$ cat config.mk
export PLATFORM = sky130hd
export DESIGN_NAME = axi4_w_sender
export DESIGN_NICKNAME = d
export VERILOG_FILES = /design/src/rtl/axi4_w_sender.sv
export SDC_FILE = /design/constraint.sdc
export NUM_CORES = 1
export LEC_CHECK = 0
export ABC_AREA = 1
export BUFFER_PORTS_ARGS = -buffer_cell sky130_fd_sc_hd__buf_2
export CELL_PAD_IN_SITES_DETAIL_PLACEMENT = 1
export CELL_PAD_IN_SITES_GLOBAL_PLACEMENT = 2
export CORE_MARGIN = 8
export CORE_UTILIZATION = 23
export CTS_CLUSTER_SIZE = 20
export DETAILED_ROUTE_END_ITERATION = 7
export PLACE_DENSITY_LB_ADDON = 0.1
export SYNTH_ARGS = -nofsm -noshare
export SYNTH_HDL_FRONTEND = slang
export SYNTH_SLANG_ARGS = --single-unit
$ cat constraint.sdc
create_clock -name axi4_aclk -period 2.05 [get_ports axi4_aclk]
set_input_delay 0.1025 -clock axi4_aclk [delete_from_list [all_inputs] [get_ports axi4_aclk]]
set_output_delay 0.1025 -clock axi4_aclk [all_outputs]
set_load 0.01 [all_outputs]
$ cat src/rtl/axi4_w_sender.sv
// W-channel sequencer: holds W beats until the AW decision arrives, then
// forwards the burst or drains it and reports the drop to the B responder.
//
// Ports:
//   axi4_aclk, axi4_arstn  clock, synchronous active-low reset
//   cmd_*                  burst decisions {drop, id} into a small FIFO
//   s_axi4_w*              upstream W channel (from the W input buffer)
//   m_axi4_w*              downstream W channel (to the master port)
//   drop_*                 dropped-burst report to the B responder
//   busy                   FSM active or decisions pending
module axi4_w_sender #(
  parameter int AXI_DATA_WIDTH = 32,
  parameter int AXI_ID_WIDTH   = 4,
  parameter int AXI_USER_WIDTH = 4,
  parameter int CMD_DEPTH      = 4
) (
  input  logic                        axi4_aclk,
  input  logic                        axi4_arstn,
  input  logic                        cmd_valid,
  output logic                        cmd_ready,
  input  logic                        cmd_drop,
  input  logic [AXI_ID_WIDTH-1:0]     cmd_id,
  input  logic [AXI_DATA_WIDTH-1:0]   s_axi4_wdata,
  input  logic                        s_axi4_wvalid,
  output logic                        s_axi4_wready,
  input  logic [AXI_DATA_WIDTH/8-1:0] s_axi4_wstrb,
  input  logic                        s_axi4_wlast,
  input  logic [AXI_USER_WIDTH-1:0]   s_axi4_wuser,
  output logic [AXI_DATA_WIDTH-1:0]   m_axi4_wdata,
  output logic                        m_axi4_wvalid,
  input  logic                        m_axi4_wready,
  output logic [AXI_DATA_WIDTH/8-1:0] m_axi4_wstrb,
  output logic                        m_axi4_wlast,
  output logic [AXI_USER_WIDTH-1:0]   m_axi4_wuser,
  output logic                        drop_valid,
  input  logic                        drop_ready,
  output logic [AXI_ID_WIDTH-1:0]     drop_id,
  output logic                        busy
);

  localparam int AW = $clog2(CMD_DEPTH);
  localparam int PW = AW + 1;

  typedef enum logic [1:0] {
    IDLE,
    FWD,
    DROP,
    REPORT
  } state_t;

  state_t state;

  logic [PW-1:0]           wp;
  logic [PW-1:0]           rp;
  logic                    fdrop [CMD_DEPTH];
  logic [AXI_ID_WIDTH-1:0] fid   [CMD_DEPTH];
  logic                    empty;
  logic                    full;
  logic                    push;
  logic                    pop;
  logic [AXI_ID_WIDTH-1:0] id_q;
  logic [8:0]              beat_cnt;

  // Extra pointer bit tells full from empty when the indices match.
  assign empty = (wp == rp);
  assign full  = (wp[AW] != rp[AW]) &&
                 (wp[AW-1:0] == rp[AW-1:0]);

  // Gated by reset so no slot is advertised while held in reset.
  assign cmd_ready = axi4_arstn && !full;
  assign push      = cmd_valid && cmd_ready;
  assign pop       = (state == IDLE) && !empty;

  always_ff @(posedge axi4_aclk) begin
    if (!axi4_arstn) begin
      wp <= '0;
      rp <= '0;
      for (int i = 0; i < CMD_DEPTH; i++) begin
        fdrop[i] <= 1'b0;
        fid[i]   <= '0;
      end
    end else begin
      if (push) begin
        fdrop[wp[AW-1:0]] <= cmd_drop;
        fid[wp[AW-1:0]]   <= cmd_id;
        wp                <= wp + PW'(1);
      end
      if (pop) begin
        rp <= rp + PW'(1);
      end
    end
  end

  always_ff @(posedge axi4_aclk) begin
    if (!axi4_arstn) begin
      state    <= IDLE;
      id_q     <= '0;
      beat_cnt <= '0;
    end else begin
      unique case (state)
        IDLE: begin
          if (!empty) begin
            id_q  <= fid[rp[AW-1:0]];
            state <= fdrop[rp[AW-1:0]] ? DROP : FWD;
          end
        end
        FWD: begin
          if (s_axi4_wvalid && m_axi4_wready) begin
            if (s_axi4_wlast) begin
              state    <= IDLE;
              beat_cnt <= '0;
            end else if (beat_cnt != 9'd256) begin
              beat_cnt <= beat_cnt + 9'd1;
            end
          end
        end
        DROP: begin
          if (s_axi4_wvalid) begin
            if (s_axi4_wlast) begin
              state    <= REPORT;
              beat_cnt <= '0;
            end else if (beat_cnt != 9'd256) begin
              beat_cnt <= beat_cnt + 9'd1;
            end
          end
        end
        REPORT: begin
          if (drop_ready) begin
            state <= IDLE;
          end
        end
        default: state <= IDLE;
      endcase
    end
  end

  // Beat count is debug-only; wlast alone closes a burst.
  a_beat_sat: assert property (
    @(posedge axi4_aclk) disable iff (!axi4_arstn)
    beat_cnt <= 9'd256
  );

  assign s_axi4_wready = (state == FWD) ? m_axi4_wready
                                        : (state == DROP);
  assign m_axi4_wvalid = (state == FWD) && s_axi4_wvalid;
  assign m_axi4_wdata  = s_axi4_wdata;
  assign m_axi4_wstrb  = s_axi4_wstrb;
  assign m_axi4_wlast  = s_axi4_wlast;
  assign m_axi4_wuser  = s_axi4_wuser;

  assign drop_valid = (state == REPORT);
  assign drop_id    = id_q;
  assign busy       = (state != IDLE) || !empty;

endmodule

Word-level counts from Yosys, hierarchy flattened

Memory sizes are Yosys's and may differ from the RTL's. A register that Yosys moved wholly into a read port is not among the register bits.
Index checks and enable logic that the tools add are counted.

Add/sub/neg operators: 2
Equality and inequality tests: 12
Multiplexer cells: 21
Bitwise gates (word level): 1
Reductions and logical operators: 16

Operator list:

| operator                                                                 | count |
|---|---|
| 2-bit 2-to-1 mux                                                         | 11 |
| 2-bit inequality test (second input constant)                            | 5 |
| 1-bit 2-to-1 mux                                                         | 8 |
| 2-bit case mux with 4 select lines                                       | 1 |
| 3-bit by 1-bit adder with 3-bit output (second input constant)           | 2 |
| 1-bit logical AND                                                        | 6 |
| 6-bit AND reduction                                                      | 1 |
| 2-bit == test (second input constant)                                    | 2 |
| 4-bit 2-to-1 mux                                                         | 1 |
| 4-bit OR reduction                                                       | 1 |
| 3-bit == test                                                            | 1 |
| 1-bit zero test                                                          | 3 |
| 2-bit by 1-bit == test with 1-bit output (second input constant)         | 1 |
| 2-bit == test                                                            | 1 |
| 2-bit zero test                                                          | 1 |
| 2-bit by 1-bit inequality test with 1-bit output (second input constant) | 1 |
| 2-bit AND reduction                                                      | 1 |
| 2-bit nonzero test                                                       | 1 |
| 1-bit logical OR                                                         | 1 |
| 1-bit inequality test                                                    | 1 |
| 1-bit NOT                                                                | 1 |
| 1-bit OR reduction                                                       | 1 |

Flip-flop bits (word level): 8
RAM bits: 20
Input bits: 52
Output and inout bits: 50
Logic and storage cells: 57
Memories kept: 2

Memories:

| name  | depth | bits a word | rd ports | clocked after memory_dff | wr ports | RTL line | source |
|---|---|---|---|---|---|---|---|
| fid   | 4     | 4           | 1        | 1                        | 4        | 56       | `logic [AXI_ID_WIDTH-1:0] fid [CMD_DEPTH];` |
| fdrop | 4     | 1           | 1        | 1                        | 4        | 55       | `logic fdrop [CMD_DEPTH];` |

Logic depth before layout (Yosys ltp)

Depth after elaboration: 10
Mapped depth: 10
Gate-level depth less buffers: 10

Worst setup path after synthesis

OpenSTA, ideal clock, no wires.

Path type: flip-flop to flip-flop
Start: reg wp[0]
End: mem fid[2][0], enable pin
Library setup time: 0.308 ns
Arrival time: 1.315 ns
Slack: 0.428 ns
Stages on the path, launching flop included: 9
Cells stage by stage: dfxtp_1 inv_1 nand2_1 nand2_1 nand3_2 nand3_4 nor2_1 nand2_1 nand2_1

RTL lines:

| item                   | RTL line | source |
|---|---|---|
| from (decl)            | 53       | `logic [PW-1:0] wp;` |
| from (signal assigned) | 86       | `wp <= wp + PW'(1);` |
| to (decl)              | 56       |  |

==> results.yml <==
clock_network:
  htreeDepth: 2
  cts_inserted_buffers: 5
  clkTransAtPathRegs_ns: 0.08
  clk_latency_ns: 0.29
  cts_root_buf: "clkbuf_8"
  clock_sinks: 34
  clk_path_buf_depth: 2
  cts_tree: "built"
  hold_buffers: 0
die:
  die_x_um: 107.0
  die_h_um: 107.0
  rows: 33
  start_util: 0.2340
  ios: 102
  die_area_sq_um: 11440
  core_region_area_sq_um: 8134
final_layout:
  nNetsFinal: 290
  final_util: 0.2500
  fillers: 994
  finalNonFillerCells: 342
  diodes: 0
  final_cell_mix: "48 x nand2_1, 47 x nor2_1, 21 x inv_1, 21 x buf_2"
  drive_gt1_frac: 0.1814
  final_common_cell: "nand2_1"
  area_growth_pct: 6.838
global_routing:
  grt_pass1_vias: 1572
  antenna_found_initial: 0
  grt_max_degree: 20
  grt_pass1_wl_mm: 8.411
  grt.total_usage: 0.09456
  grt-ovfl-total: 0
critical_path:
  crit_fanout: 5
  cp_num_cells: 7
  r2r_setup_slack_ns: 0.32
  r2r_cells: 7
  criticalPathCategory: "reg -> reg"
  cp.arrival_ns: 1.68
  cp-start-kind: "register"
  timing.rr.start: "rp[2]"
  cp-end-kind: "register"
  crit_start: "rp[2]"
  cpLargestDelayFamily: "simple AND/OR/NAND/NOR gates"
  max_stage_delay_ns: 0.41
  crit_top_cell: "nand2_1"
  cpMaxStageDelayCell: "dfxtp_1"
  path_cells: "nand2_1, nand2_1, nand3_2, buf_4, nand4_1, nand2_1, nor2_1"
  cp-endpoint: "fdrop[3]"
  rr_endpoint: "fdrop[3]"
  cp_num_buf_inv: 1
  critPathRequiredTime_ns: 2.00
yosys:
  netlist.top_cell.by_area: "edfxtp_1"
  yosysWarnings: 0
  async_flop_share: 0
  yosysUniqueCellTypes: 20
  synth_area_per_cell_sq_um: 7.864
  synth_edf_count: 17
  netlist_area_sq_um: 1903
  netlist_instances: 242
  synth_flop_cell: "edfxtp_1"
  synthTopCellsByArea: "edfxtp_1 27%, dfxtp_1 18%, buf_4 16%, nand2_1 9.5%, nor2_1 9.3%"
  ys_seq_area_frac: 0.4471
  syn-num-nets: 296
  synth_top_area_frac: 0.2682
  ys_seq_elements: 34
power_and_ir_drop:
  powerDensity_nw_per_um2: 1176
  finalPower_w: 0.002391
  leakage_nw: 0.9421
  ir_drop_mv: 0.2560
timing:
  worst-slew-pin-transition_ns: 0.4123
  finalClockSkew_ns: 0.002658
  finalSetupViolations: 0
  fin_crit_sh: 0.8446
  slew_violations: 0
  tns_ns: 0
  period_minus_slack_ns: 1.732
  slew_headroom: 0.7241
  max_freq_ghz: 0.5775
  finalHoldViolations: 0
  rsz0062_at_grt: "false"
drt:
  drtIter0Drc: 38
  drt_pass1_iterations: 4
  drc: 0
  wl_per_cell_um: 15.24
  wirelength_mm: 5.213
  ant_nets: 0
  vias: 1432
  vias_per_cell: 4.187
place:
  gp_congestion: 0.7166
  dp_hpwl_mm: 4.121
  io_buffers: 21
  dp_cells: 334
hold_path:
  hold_class: "in -> reg"
  min_path_cells: 3
job:
  drv_cap: 0
run_status:
  status: "finished, final reports clean"
## cell type report
cell class | instances | area, sq um | area share
sequential | 34 | 852.1 | 0.4191
multi-input combinational | 142 | 649.4 | 0.3194
timing repair buffer | 31 | 180.2 | 0.08862
tap | 105 | 131.4 | 0.06462
inverter | 22 | 82.58 | 0.04062
clock buffer | 5 | 68.82 | 0.03385
clock inverter | 3 | 68.82 | 0.03385
## power breakdown
part	leakage, nW	total (W)	switching, W	internal, W
registers	0.315	0.000899	0.0000804	0.000819
clock network	0.0683	0.000774	0.000286	0.000488
logic	0.559	0.000718	0.000454	0.000264
total	0.942	0.00239	0.000821	0.00157
## worst min-delay path by stage
stage / startpoint / end
6_report: cmd_drop / fdrop[1]
3_3_place_gp: s_axi4_wdata[0] / m_axi4_wdata[0]
2_1_floorplan: cmd_drop / fdrop[2]
5_1_grt: cmd_drop / fdrop[0]
4_1_cts: cmd_drop / fdrop[1]
3_5_place_dp: s_axi4_wdata[0] / m_axi4_wdata[0]
## per-layer routing
| metal | vias up | GRT usage | part of all wire |
|---|---|---|---|
| li1 | 722 | - | - |
| met1 | 668 | 0.1161 | 0.46 |
| met2 | 34 | 0.1492 | 0.46 |
| met3 | 8 | 0.02879 | 0.068 |
| met4 | 0 | 0.04221 | 0.011 |
| met5 | - | 0 | 0 |
## Yosys cell counts, types with 2 or more instances
cell and n:
dfxtp_1 17, o21bai_1 3, a21oi_1 5, o21ai_0 17, nand3_1 8, nor2_1 47, inv_1 21, o22ai_1 4
xor2_1 2, nand2_1 48, buf_4 41, clkbuf_1 2, nand4_1 3, ha_1 2, edfxtp_1 17
## metrics by stage
step | setup slack (ns) | cell area (sq um) | hold slack [ns]
floorplan | 0.4275 | 1903 | 0.2439
global placement | 0.2403 | 1894 | 0.2051
detailed placement | 0.2123 | 1894 | 0.2051
CTS | 0.1897 | 2032 | 0.1332
global route | 0.09064 | 2033 | 0.1522
finish | 0.3185 | 2033 | 0.1446
## state kept, by name, summed over array words and instances (netlist names), named ones only
signal	cells
wp	3
fid	16
state	2
drop_id	4
rp	3
fdrop	4
## timing repair
| item | in CTS | in global routing |
|---|---|---|
| endpoints found under the setup margin | 0 | 4 |
| resized for setup | 0 | 1 |
| setup buffers | 0 | 0 |
## worst min-delay path, cell delays in order
cell and delay, ns:
buf_2 0.12, nand3_1 0.10, nand2_1 0.06
## logic make-up after synthesis
family	synth area share
and+or+nand+nor	0.2360
AOI/OAI and AO/OA	0.08283
adders and majority gates	0.01315
xor gates and xnor gates	0.009206
DFF	0.4471
buffers and inverters	0.2117
No activity file was read; power rests on OpenSTA's default activity.
